<file path="src/rtl/b_sched_pkg.sv">
// Shared state encoding, default sizing and pointer helper for the b_sched
// round-robin scheduler.
package b_sched_pkg;

  typedef enum logic [1:0] {
    S_IDLE  = 2'd0,
    S_ISSUE = 2'd1,
    S_WAIT  = 2'd2,
    S_RESP  = 2'd3
  } state_t;

  localparam int NREQ_DEF = 4;
  localparam int LAT_DEF  = 2;

  // Successor of a requester index in a ring of n requesters.
  function automatic int rr_next(input int id, input int n);
    return (id + 1 >= n) ? 0 : id + 1;
  endfunction

endpackage

</file>
<file path="src/rtl/b_sched_rr_pick.sv">
// Combinational round-robin picker: first set request at or above ptr,
// wrapping to 0, via a double-width masked priority encoder.
module rr_pick
  import b_sched_pkg::*;
#(
  parameter int NREQ = NREQ_DEF,
  parameter int IDW  = $clog2(NREQ)
) (
  input  logic [NREQ-1:0] req,
  input  logic [IDW-1:0]  ptr,
  output logic            any,
  output logic [IDW-1:0]  idx
);

  logic [NREQ-1:0]   lo_s;
  logic [2*NREQ-1:0] dbl_s;

  // Low copy keeps only requesters at or above ptr; high copy supplies the wrap.
  always_comb begin
    for (int i = 0; i < NREQ; i++) begin
      lo_s[i] = req[i] & (i >= int'(ptr));
    end
    dbl_s = {req, lo_s};
    any   = |req;
    idx   = '0;
    for (int i = 2*NREQ-1; i >= 0; i--) begin
      idx = dbl_s[i] ? IDW'(i % NREQ) : idx;
    end
  end

endmodule

</file>
<file path="src/rtl/b_sched.sv">
// Round-robin scheduler sharing one b datapath unit among NREQ requesters,
// with a fixed-latency issue window and a valid/ready response channel.
module b_sched
  import b_sched_pkg::*;
#(
  parameter int NREQ = NREQ_DEF,
  parameter int LAT  = LAT_DEF,
  parameter int IDW  = $clog2(NREQ)
) (
  input  logic            clk,
  input  logic            rst_n,
  input  logic [NREQ-1:0] req,
  input  logic [NREQ-1:0] req_d1,
  input  logic [NREQ-1:0] req_d2,
  output logic [NREQ-1:0] gnt,
  output logic            b_in1,
  output logic            b_in2,
  input  logic            b_out1,
  input  logic            b_out2,
  output logic            rsp_valid,
  input  logic            rsp_ready,
  output logic [IDW-1:0]  rsp_id,
  output logic            rsp_q1,
  output logic            rsp_q2,
  output logic            busy
);

  localparam int CW = $clog2(LAT + 1);
  localparam logic [NREQ-1:0] ONE_HOT0 = {{(NREQ-1){1'b0}}, 1'b1};

  state_t          state_r;
  logic [CW-1:0]   cnt_r;
  logic [IDW-1:0]  ptr_r;
  logic [IDW-1:0]  id_r;
  logic [NREQ-1:0] gnt_r;
  logic            b_in1_r;
  logic            b_in2_r;
  logic            rsp_valid_r;
  logic            rsp_q1_r;
  logic            rsp_q2_r;
  logic            busy_r;
  logic            pick_any_s;
  logic [IDW-1:0]  pick_idx_s;

  rr_pick #(
    .NREQ(NREQ),
    .IDW (IDW)
  ) u_pick (
    .req(req),
    .ptr(ptr_r),
    .any(pick_any_s),
    .idx(pick_idx_s)
  );

  // Scheduler FSM; b inputs carry the operands straight out of the grant edge.
  always_ff @(posedge clk or negedge rst_n) begin
    if (!rst_n) begin
      state_r     <= S_IDLE;
      cnt_r       <= '0;
      ptr_r       <= '0;
      id_r        <= '0;
      gnt_r       <= '0;
      b_in1_r     <= 1'b0;
      b_in2_r     <= 1'b0;
      rsp_valid_r <= 1'b0;
      rsp_q1_r    <= 1'b0;
      rsp_q2_r    <= 1'b0;
      busy_r      <= 1'b0;
    end else begin
      case (state_r)
        S_IDLE: begin
          if (pick_any_s) begin
            state_r <= S_ISSUE;
            busy_r  <= 1'b1;
            id_r    <= pick_idx_s;
            gnt_r   <= ONE_HOT0 << pick_idx_s;
            b_in1_r <= req_d1[pick_idx_s];
            b_in2_r <= req_d2[pick_idx_s];
          end else begin
            state_r <= S_IDLE;
            busy_r  <= 1'b0;
            gnt_r   <= '0;
          end
        end
        S_ISSUE: begin
          gnt_r <= '0;
          cnt_r <= CW'(LAT - 1);
          if (LAT == 1) begin
            state_r     <= S_RESP;
            rsp_valid_r <= 1'b1;
            rsp_q1_r    <= b_out1;
            rsp_q2_r    <= b_out2;
            b_in1_r     <= 1'b0;
            b_in2_r     <= 1'b0;
          end else begin
            state_r <= S_WAIT;
          end
        end
        S_WAIT: begin
          cnt_r <= cnt_r - CW'(1);
          if (cnt_r == CW'(1)) begin
            state_r     <= S_RESP;
            rsp_valid_r <= 1'b1;
            rsp_q1_r    <= b_out1;
            rsp_q2_r    <= b_out2;
            b_in1_r     <= 1'b0;
            b_in2_r     <= 1'b0;
          end else begin
            state_r <= S_WAIT;
          end
        end
        S_RESP: begin
          if (rsp_ready) begin
            state_r     <= S_IDLE;
            rsp_valid_r <= 1'b0;
            busy_r      <= 1'b0;
            ptr_r       <= IDW'(rr_next(int'(id_r), NREQ));
          end else begin
            state_r <= S_RESP;
          end
        end
        default: begin
          state_r     <= S_IDLE;
          gnt_r       <= '0;
          b_in1_r     <= 1'b0;
          b_in2_r     <= 1'b0;
          rsp_valid_r <= 1'b0;
          busy_r      <= 1'b0;
        end
      endcase
    end
  end

  assign gnt       = gnt_r;
  assign b_in1     = b_in1_r;
  assign b_in2     = b_in2_r;
  assign rsp_valid = rsp_valid_r;
  assign rsp_id    = id_r;
  assign rsp_q1    = rsp_q1_r;
  assign rsp_q2    = rsp_q2_r;
  assign busy      = busy_r;

endmodule

</file>
<file path="config.mk">
export PLATFORM = sky130hd
export DESIGN_NAME = b_sched
export DESIGN_NICKNAME = d
export VERILOG_FILES = /design/src/rtl/b_sched_pkg.sv /design/src/rtl/b_sched_rr_pick.sv /design/src/rtl/b_sched.sv
export SDC_FILE = /design/constraint.sdc
export NUM_CORES = 1
export LEC_CHECK = 0
export CAP_MARGIN = 20
export CORE_ASPECT_RATIO = 1.25
export CORE_MARGIN = 5
export CORE_UTILIZATION = 40
export DETAILED_ROUTE_END_ITERATION = 12
export HOLD_SLACK_MARGIN = 0.12
export PLACE_DENSITY_LB_ADDON = 0.25
export SLEW_MARGIN = 20
export SYNTH_ARGS = -nofsm -noshare
export SYNTH_HDL_FRONTEND = slang
export SYNTH_SLANG_ARGS = --single-unit
</file>
<file path="constraint.sdc">
create_clock -name clk -period 2.1 [get_ports clk]
set_clock_uncertainty 0.2 [all_clocks]
set_input_delay 0.525 -clock clk [delete_from_list [all_inputs] [get_ports clk]]
set_output_delay 0.525 -clock clk [all_outputs]
set_load 0.01 [all_outputs]
</file>
==> results of run 1 <==
-- layout make-up --
cell class	instances	area (um2)	area share, %
clock buffer	4	36.3	2.52
timing repair buffer	36	340	23.6
inverter	7	26.3	1.82
multi-input combinational	74	548	38.0
tap	33	41.3	2.86
sequential	18	450	31.2
-- routing by layer --
| metal | routed length [um] | track usage, % |
|---|---|---|
| met1 | 1080 | 19.4 |
| met2 | 1290 | 27.7 |
| met3 | 138 | 3.61 |
| met4 | 29 | 6.38 |
| met5 | 0 | 0 |
-- synth_stat cells (all sizes together) --
library cell	count	area [um2]
and4	2	17.5
a211oi	4	40.0
o21a	2	15.0
a22oi	1	7.51
nand4	2	12.5
o21ai	5	25.0
nand2	8	30.0
inv	7	26.3
or4	1	7.51
nor4	1	6.26
and3	1	6.26
ha	6	75.1
o22ai	1	6.26
mux2i	3	30.0
dfrtp	18	450
nor2	1	3.75
a22o	2	17.5
nand3b	1	7.51
nand3	5	37.5
or2	2	15.0
nor3b	1	7.51
o31ai	1	7.51
clkbuf	1	3.75
o32ai	2	17.5
mux2	3	33.8
nand2b	6	37.5
o22a	1	10.0
nor2b	1	6.26
a21oi	8	40.0
a21o	1	7.51
nor3	2	10.0
-- through the flow --
stage / total power, mW / hold WS, ns / util [%] / setup WS (ns)
floorplan: 1.22 / 0.0294 / - / 0.341
global placement: 1.62 / 0.291 / 57.5 / -0.167
detailed placement: 1.66 / 0.315 / 57.5 / -0.200
CTS: 1.88 / 0.331 / 59.0 / 0.107
global route: 2.03 / 0.368 / 59.4 / 0.0138
finish: 1.87 / 0.320 / 59.4 / 0.0977
-- critical path: stages --
cell,delay (ns)
clkdlybuf4s50_1,0.51
nand3b_1,0.34
and4_1,0.29
a211oi_2,0.18
o32ai_1,0.11
-- worst max-delay path by stage --
stage / to / start / slack [ns] / cells past startpoint
6_report: b_in1 / req[3] / 0.1 / 5
2_1_floorplan: b_in2 / req[1] / 0.34 / 4
4_1_cts: rsp_id[0] / rsp_id[0] / 0.11 / 1
3_5_place_dp: b_in2 / req[3] / -0.20 / 5
5_1_grt: b_in2 / req[3] / 0.01 / 5
3_3_place_gp: b_in1 / req[3] / -0.17 / 5
-- flip-flops by register name (all words and copies together) (netlist names), 2 cells and up --
signal and flops:
cnt_r 2, state_r 2, ptr_r 2, gnt 4
rsp_id 2
-- power by group through the flow --
stage	Clock (mW)	Combinational (mW)	Sequential, mW
final	0.221	1.03	0.623
after global routing	0.248	1.14	0.645
after CTS	0.224	1.04	0.622
after detailed placement	0	1.03	0.627
after global placement	0	1.00	0.616
after floorplan	0	0.571	0.647
-- cells by family (layout without fill, tap and decap cells) --
group	after synthesis	in the layout	synth area share, %
AOI/OAI and AO/OA	28	28	19.0
adders and majority gates	6	6	7.37
muxes	6	6	6.27
buffers and inverters	8	47	2.95
and+or+nand+nor	34	34	20.2
DFF	18	18	44.2
==> results.md, run 1 <==
* Post-place instance area at 1400 um2
* Total DRC errors in the routed layout at 0
* Post-Route Setup TNS at 0 ns
* Internal Pwr Total at 1.15 mW
* Number of synthesis warnings at 0
* Origin of the worst min-delay path: rsp_id[0]
* Post-Syn Area per Cell at 10.2 um2
* Final number of hold-violating endpoints at 0
* CTS Buf Count at 3
* Net count of the finished layout at 163
* Worst reg2reg startpoint: state_r[0]
* Htree depth at 1
* Worst Hold Class: reg -> reg
* Pwr dens at 1300 nW/um2
* Detailed-route via count at 906
* Slew of the pin with the lowest slew margin at 0.282 ns
* Ratio of cells with drive above 1 in the final layout at 16.5%
* Critical path peak fanout at 7
* Final antenna-violating net count at 0
* First-pass GRT wire length at 4.35 mm
* Buffer count from post-CTS setup fixing at 0
* Tcrit/Tclk final at 95.3%
* Antenna violations before repair at 0
* Remaining global-route overflow at 0
* Diode count at 0
* Switching power of the nets at 721 uW
* Depth of the most critical reg-to-reg path at 5
* Commonest non-fill, non-tap cells in the layout: 28 x clkdlybuf4s50_1, 18 x dfrtp_1, 8 x nand2_1, 8 x a21oi_1, 8 x buf_4
* Aggregate routed wire length at 2.54 mm
* Cell total after placement at 168
* Post-synthesis register bit count at 18
* Die width at 55.1 um
* Mapped Nets at 123
* Status: completed
* Switching power as a share of total power at 38.5%
* DRT iter0 DRCs at 7
* Proportion of power drawn by combinational gates at 54.9%
* Non-filler cells, final at 172
* Worst setup EP type: flip-flop
* RSZ-0062 raised after global routing: false
* Maximum number of pins on one net before global-route repair at 19
* Worst EP arrival at 1.98 ns
* All-Layer GR Usage at 16.3%
* CTS tree: done
* Internal reg-to-reg setup slack at 0.23 ns
* Final GP Congestion at 0.759
* Final critical delay including setup and external delays at 2.00 ns
* Vias per Instance at 5.27
* Area overhead of the layout relative to synthesis at 41.6%
* Proportion of power drawn by flip-flops and latches at 33.3%
* Peak supply drop at 821 uV
* Endpoint of the worst-slack reg-to-reg timing path: b_in1
* Max-slew headroom at 81.0%
* Layout filler cell count at 223
* Setup Crit Path Kind: in -> reg
* Terminating pin of the worst hold path: ptr_r[0]
* Top Ports at 29
* Buffer levels on the longest clock path at 2
* Clock-pin slew on the worst setup and hold paths at 0.11 ns
* Hold Buf Count CTS at 0
* Initial Utilization at 42.0%
* Final HPWL DP at 1.97 mm
* Post-CTS resize count at 0
* Count of buffers inserted at the top-level ports at 28
* Later-pin clock latency in the skew report at 0.30 ns
* Area inside the core boundary at 2430 um2
* Netlist cell types at 35
* Area of all placed cells without fillers at 1440 um2
* Max-Cap Viols at 0
* Via count of the first global-routing pass at 966
* Most common cell after layout, fill and taps aside: clkdlybuf4s50_1
* Part of the Yosys area used for sequential elements at 44.2%
* Die footprint at 3660 um2
* Leakage power of the design at 0.623 nW
* CTS Sinks at 18
* Critical Path RT at 2.07 ns
* Startpoint kind of the worst setup timing path: input pin
* Router iterations before antenna repair at 4
* Final Max Tran Viols at 0
* CTS Root Cell: clkbuf_4
* Die Height at 66.4 um
* Number of instances in the synthesized netlist at 100
* Clock network power share at 11.8%
* Placement Rows at 20
* Maximum clock frequency at 499 MHz
* Final setup violation count at 0
* Mean routed wirelength per cell at 14.8 um
* Combined area of all synthesized cells at 1020 um2
* Worst hold path depth at 1
Note: power is estimated with default switching activity, not from simulation.
==> run 2, diff against run 1 <==
--- a/config.mk
+++ b/config.mk
@@ -6,7 +6,7 @@
 export NUM_CORES = 1
 export LEC_CHECK = 0
 export CAP_MARGIN = 20
-export CORE_ASPECT_RATIO = 1.25
+export CORE_ASPECT_RATIO = 0.7
 export CORE_MARGIN = 5
 export CORE_UTILIZATION = 40
 export DETAILED_ROUTE_END_ITERATION = 12
==> run 2 against run 1 <==
  * Register-to-register slack better by 0.04 ns
  * Via count is 2.8% lower
  * Critical path depth is 4 lower
  * Worst setup slack better by 0.0069 ns
  * Count of clock-buffer cells in the layout is 1 lower
  * Design area is 1.6% lower
  * Sequential power is 0.8% lower
  * Critical path type is now reg -> out
==> results.md, run 2 (synthesis results as in run 1) <==
* DRT iter0 DRCs at 43
* Tcrit/Tclk final at 95.0%
* Status: completed
* Later-pin clock latency in the skew report at 0.29 ns
* CTS Sinks at 18
* Buffer count from post-CTS setup fixing at 0
* Net count of the finished layout at 163
* Bufs and invs on worst path at 1
* CTS Buf Count at 3
* Mean routed wirelength per cell at 14.0 um
* Htree depth at 1
* Clock network power share at 9.2%
* Ratio of cells with drive above 1 in the final layout at 14.5%
* Die Height at 52.2 um
* Worst setup EP type: primary output
* Router iterations before antenna repair at 4
* Remaining global-route overflow at 0
* Final cell utilization of the core at 58.2%
* Worst EP arrival at 1.27 ns
* Proportion of power drawn by flip-flops and latches at 34.1%
* Cell family with the largest share of critical-path delay: buffers and inverters
* Area inside the core boundary at 2440 um2
* Final critical delay including setup and external delays at 2.00 ns
* Maximum clock frequency at 501 MHz
* Critical Path RT at 1.37 ns
* Slew of the pin with the lowest slew margin at 0.370 ns
* Pwr dens at 1280 nW/um2
* Buffer levels on the longest clock path at 2
* Highest cell delay on the worst timing path at 0.56 ns
* Final HPWL DP at 1.96 mm
* Startpoint kind of the worst setup timing path: flip-flop
* Post-place instance area at 1400 um2
* Via count of the first global-routing pass at 956
* Top Ports at 29
* Origin of the worst min-delay path: rsp_q1
* Maximum number of pins on one net before global-route repair at 19
* Max-slew headroom at 75.1%
* Hold Buf Count CTS at 0
* Final number of hold-violating endpoints at 0
* Total DRC errors in the routed layout at 0
* Area of all placed cells without fillers at 1420 um2
* Number of flip-flops in the largest register at 4
* All-Layer GR Usage at 14.8%
* Internal Pwr Total at 1.11 mW
* Final Hold Slack at 0.324 ns
* Critical Path, Cell by Cell: clkdlybuf4s50_1
* Worst hold path depth at 1
* Placement Rows at 15
* Internal reg-to-reg setup slack at 0.27 ns
* Launching instance or port of the critical path: rsp_id[0]
* Die width at 70.3 um
* RSZ-0062 raised after global routing: false
* Worst reg2reg startpoint: state_r[1]
* CTS tree: done
* Switching power of the nets at 702 uW
* Proportion of power drawn by combinational gates at 56.7%
* Clock-pin slew on the worst setup and hold paths at 0.10 ns
* Peak supply drop at 637 uV
* Post-CTS resize count at 0
* First-pass GRT wire length at 4.24 mm
* Initial Utilization at 41.7%
* Die footprint at 3670 um2
* Critical path peak fanout at 4
* Vias per Instance at 5.12
* Switching power as a share of total power at 38.7%
* CTS Root Cell: clkbuf_4
* Endpoint of the worst-slack reg-to-reg timing path: b_in2
* Antenna violations before repair at 0
* Leakage power of the design at 0.613 nW
* Aggregate routed wire length at 2.40 mm
* Area overhead of the layout relative to synthesis at 39.4%
* Final antenna-violating net count at 0
* Worst Hold Class: reg -> reg
* Detailed-route via count at 881
* Count of buffers inserted at the top-level ports at 28
* Commonest non-fill, non-tap cells in the layout: 28 x clkdlybuf4s50_1, 18 x dfrtp_1, 8 x nand2_1, 8 x a21oi_1, 8 x buf_4
* Terminating pin of the worst hold path: rsp_q1
* Final GP Congestion at 0.860
* Depth of the most critical reg-to-reg path at 5
* Diode count at 0
* Non-filler cells, final at 172
* Cell total after placement at 169
* Final Max Tran Viols at 0
* Cell with the biggest individual delay on the critical path: clkdlybuf4s50_1
* Most common cell after layout, fill and taps aside: clkdlybuf4s50_1
* Max-Cap Viols at 0
* Setup Crit Path Kind: reg -> out
* Final setup violation count at 0
-- run 2: cell type report --
type                            count  area [um2]
Tap cell                           34        42.5
Fill cell                         226        1020
Inverter                            7        26.3
Sequential cell                    18         450
Clock buffer                        3        22.5
Multi-Input combinational cell     74         538
Timing Repair Buffer               36         340
-- run 2: worst max path at each step --
stage | endpoint | depth (start not counted)
floorplan | b_in2 | 4
finish | rsp_id[0] | 1
global route | b_in1 | 5
CTS | rsp_id[0] | 1
global placement | b_in2 | 5
detailed placement | b_in1 | 5
-- run 2: per-layer routing --
layer / wire [um] / share of wire, % / vias up / GRT usage [%]
li1: - / - / 450 / -
met1: 1140 / 47 / 411 / 19.2
met2: 1120 / 47 / 20 / 24.5
met3: 146 / 6.1 / 0 / 5.75
met4: 0 / 0 / 0 / 0.955
met5: 0 / 0 / - / 0
-- run 2: power groups by stage --
stage / logic, mW / registers [mW] / clock network [mW]
after detailed placement: 1.03 / 0.622 / 0
final: 1.03 / 0.618 / 0.167
after floorplan: 0.571 / 0.647 / 0
after global placement: 1.00 / 0.616 / 0
after CTS: 1.04 / 0.616 / 0.177
after global routing: 1.15 / 0.639 / 0.199
-- run 2: per-stage QoR --
stage	setup TNS [ns]	total power, mW	worst slack (ns)
3_3_place_gp	-0.979	1.62	-0.173
6_report	0	1.81	0.105
3_5_place_dp	-1.13	1.66	-0.204
2_1_floorplan	0	1.22	0.341
4_1_cts	0	1.83	0.0896
5_1_grt	0	1.99	0.0278
==> run 3, diff against run 2 <==
==> constraint.sdc (replaced) <==
create_clock -name clk -period 2.6 [get_ports clk]
set_clock_uncertainty 0.2 [all_clocks]
set_input_delay 0.65 -clock clk [delete_from_list [all_inputs] [get_ports clk]]
set_output_delay 0.65 -clock clk [all_outputs]
set_load 0.01 [all_outputs]
==> run 3 against run 2 <==
  * Register-to-register slack better by 0.22 ns
  * Total power is 21% lower
  * Non-clock buffer count is 7 lower
  * Design area is 3.7% lower
==> results.md, run 3 (synthesis results as in run 1) <==
* Register area at 450 um2
* Final number of hold-violating endpoints at 0
* Final antenna-violating net count at 0
* Status: completed
* Htree depth at 1
* Setup Crit Path Kind: in -> reg
* Worst Hold Class: reg -> reg
* CTS Sinks at 18
* CTS Root Cell: clkbuf_4
* Area overhead of the layout relative to synthesis at 34.3%
* Total DRC errors in the routed layout at 0
* Via count of the first global-routing pass at 830
* Final GP Congestion at 0.848
* Startpoint kind of the worst setup timing path: input pin
* Worst setup EP type: flip-flop
* Final Max Tran Viols at 0
* Antenna violations before repair at 0
* Buffer levels on the longest clock path at 2
* Net count of the finished layout at 156
* Top Ports at 29
* Final HPWL DP at 1.96 mm
* Post-Route Setup TNS at 0 ns
* First-pass GRT wire length at 3.86 mm
* Vias per Instance at 5.41
* Commonest non-fill, non-tap cells in the layout: 28 x clkdlybuf4s50_1, 18 x dfrtp_1, 8 x nand2_1, 8 x a21oi_1, 7 x inv_1
* Final setup violation count at 0
* Diode count at 0
* Leakage power of the design at 0.580 nW
* Hold Buf Count CTS at 0
* Area taken by multi-input logic gates at 538 um2
* Tcrit/Tclk final at 84.2%
* Later-pin clock latency in the skew report at 0.30 ns
* Peak supply drop at 519 uV
* Maximum clock frequency at 457 MHz
* RSZ-0062 raised after global routing: false
* Router iterations before antenna repair at 4
* Post-route setup slack at 0.411 ns
* Count of buffers inserted at the top-level ports at 28
* Layout filler cell count at 236
* Total power consumption of the routed design at 1.44 mW
* Max-Cap Viols at 0
* Detailed-route via count at 893
* Area inside the core boundary at 2440 um2
* Pwr dens at 1050 nW/um2
* Die width at 70.3 um
* Slew of the pin with the lowest slew margin at 0.502 ns
* Buffer count from post-CTS setup fixing at 0
* CTS Buf Count at 3
* Most common cell after layout, fill and taps aside: clkdlybuf4s50_1
* Aggregate routed wire length at 2.50 mm
* Remaining global-route overflow at 0
* Critical path peak fanout at 6
* Maximum number of pins on one net before global-route repair at 19
* Max-slew headroom at 66.6%
* Die footprint at 3670 um2
* Die Height at 52.2 um
* Mean routed wirelength per cell at 15.1 um
* Initial Utilization at 41.7%
* Worst EP arrival at 2.19 ns
* Number of flip-flops in the largest register at 4
* Post-Place Worst Slack at 0.106 ns
* Clock-pin slew on the worst setup and hold paths at 0.11 ns
* DRT iter0 DRCs at 67
* All-Layer GR Usage at 13.7%
* CTS tree: done
* Ratio of cells with drive above 1 in the final layout at 9.92%
* Post-CTS resize count at 0
* Critical Path RT at 2.60 ns
* Final critical delay including setup and external delays at 2.19 ns
* Placement Rows at 15
==> run 3: cell count changes in the layout (fill, tap and decap cells not counted) <==
cell / before / now
buf_4: 8 / 1
==> run 3: through the flow <==
| stage | hold WS, ns | instances | instance area [um2] | util (%) |
|---|---|---|---|---|
| 6_report | 0.320 | 165 | 1370 | 56.1 |
| 5_1_grt | 0.356 | 165 | 1370 | 56.1 |
| 4_1_cts | 0.324 | 165 | 1370 | 56.1 |
| 3_5_place_dp | 0.297 | 162 | 1350 | 55.1 |
| 3_3_place_gp | 0.292 | 162 | 1350 | 55.1 |
| 2_1_floorplan | 0.154 | 100 | 1020 | - |
==> run 3: final timing paths <==
path	endpoint	slack (ns)	cells past startpoint	startpoint
max	b_in1	0.41	6	req[0]
min	rsp_q2	0.32	1	rsp_q2
max reg2reg	b_in1	0.49	5	state_r[0]
min reg2reg	rsp_q2	0.32	1	rsp_q2
max in group asynchronous	ptr_r[0]	1.52	2	rst_n
min in group asynchronous	state_r[0]	0.47	2	rst_n
==> run 3: area by class of cell <==
cell class                 count  share of cell area [%]
clock buffer                   3                    1.65
sequential                    18                    32.9
multi-input combinational     74                    39.3
timing repair buffer          29                    21.0
tap                           34                    3.11
inverter                       7                    1.92
==> run 3: routing by layer <==
layer  up-vias  GRT usage, %  part of all wire (%)
met5         -             0                     0
met4         0          1.91                  0.32
met1       415          18.4                    46
met3         2          5.17                   8.7
met2        45          21.6                    45
li1        431             -                     -
==> run 3: critical path: stages <==
cell and delay (ns):
clkdlybuf4s50_1 0.56, a21oi_1 0.10, o21a_1 0.19, o22ai_1 0.34, a211oi_1 0.08, o32ai_1 0.26
==> run 3: power by group <==
| group | internal (mW) | switching [mW] |
|---|---|---|
| Sequential | 0.402 | 0.0975 |
| Combinational | 0.405 | 0.392 |
| Clock | 0.0540 | 0.0869 |
| Total | 0.862 | 0.577 |
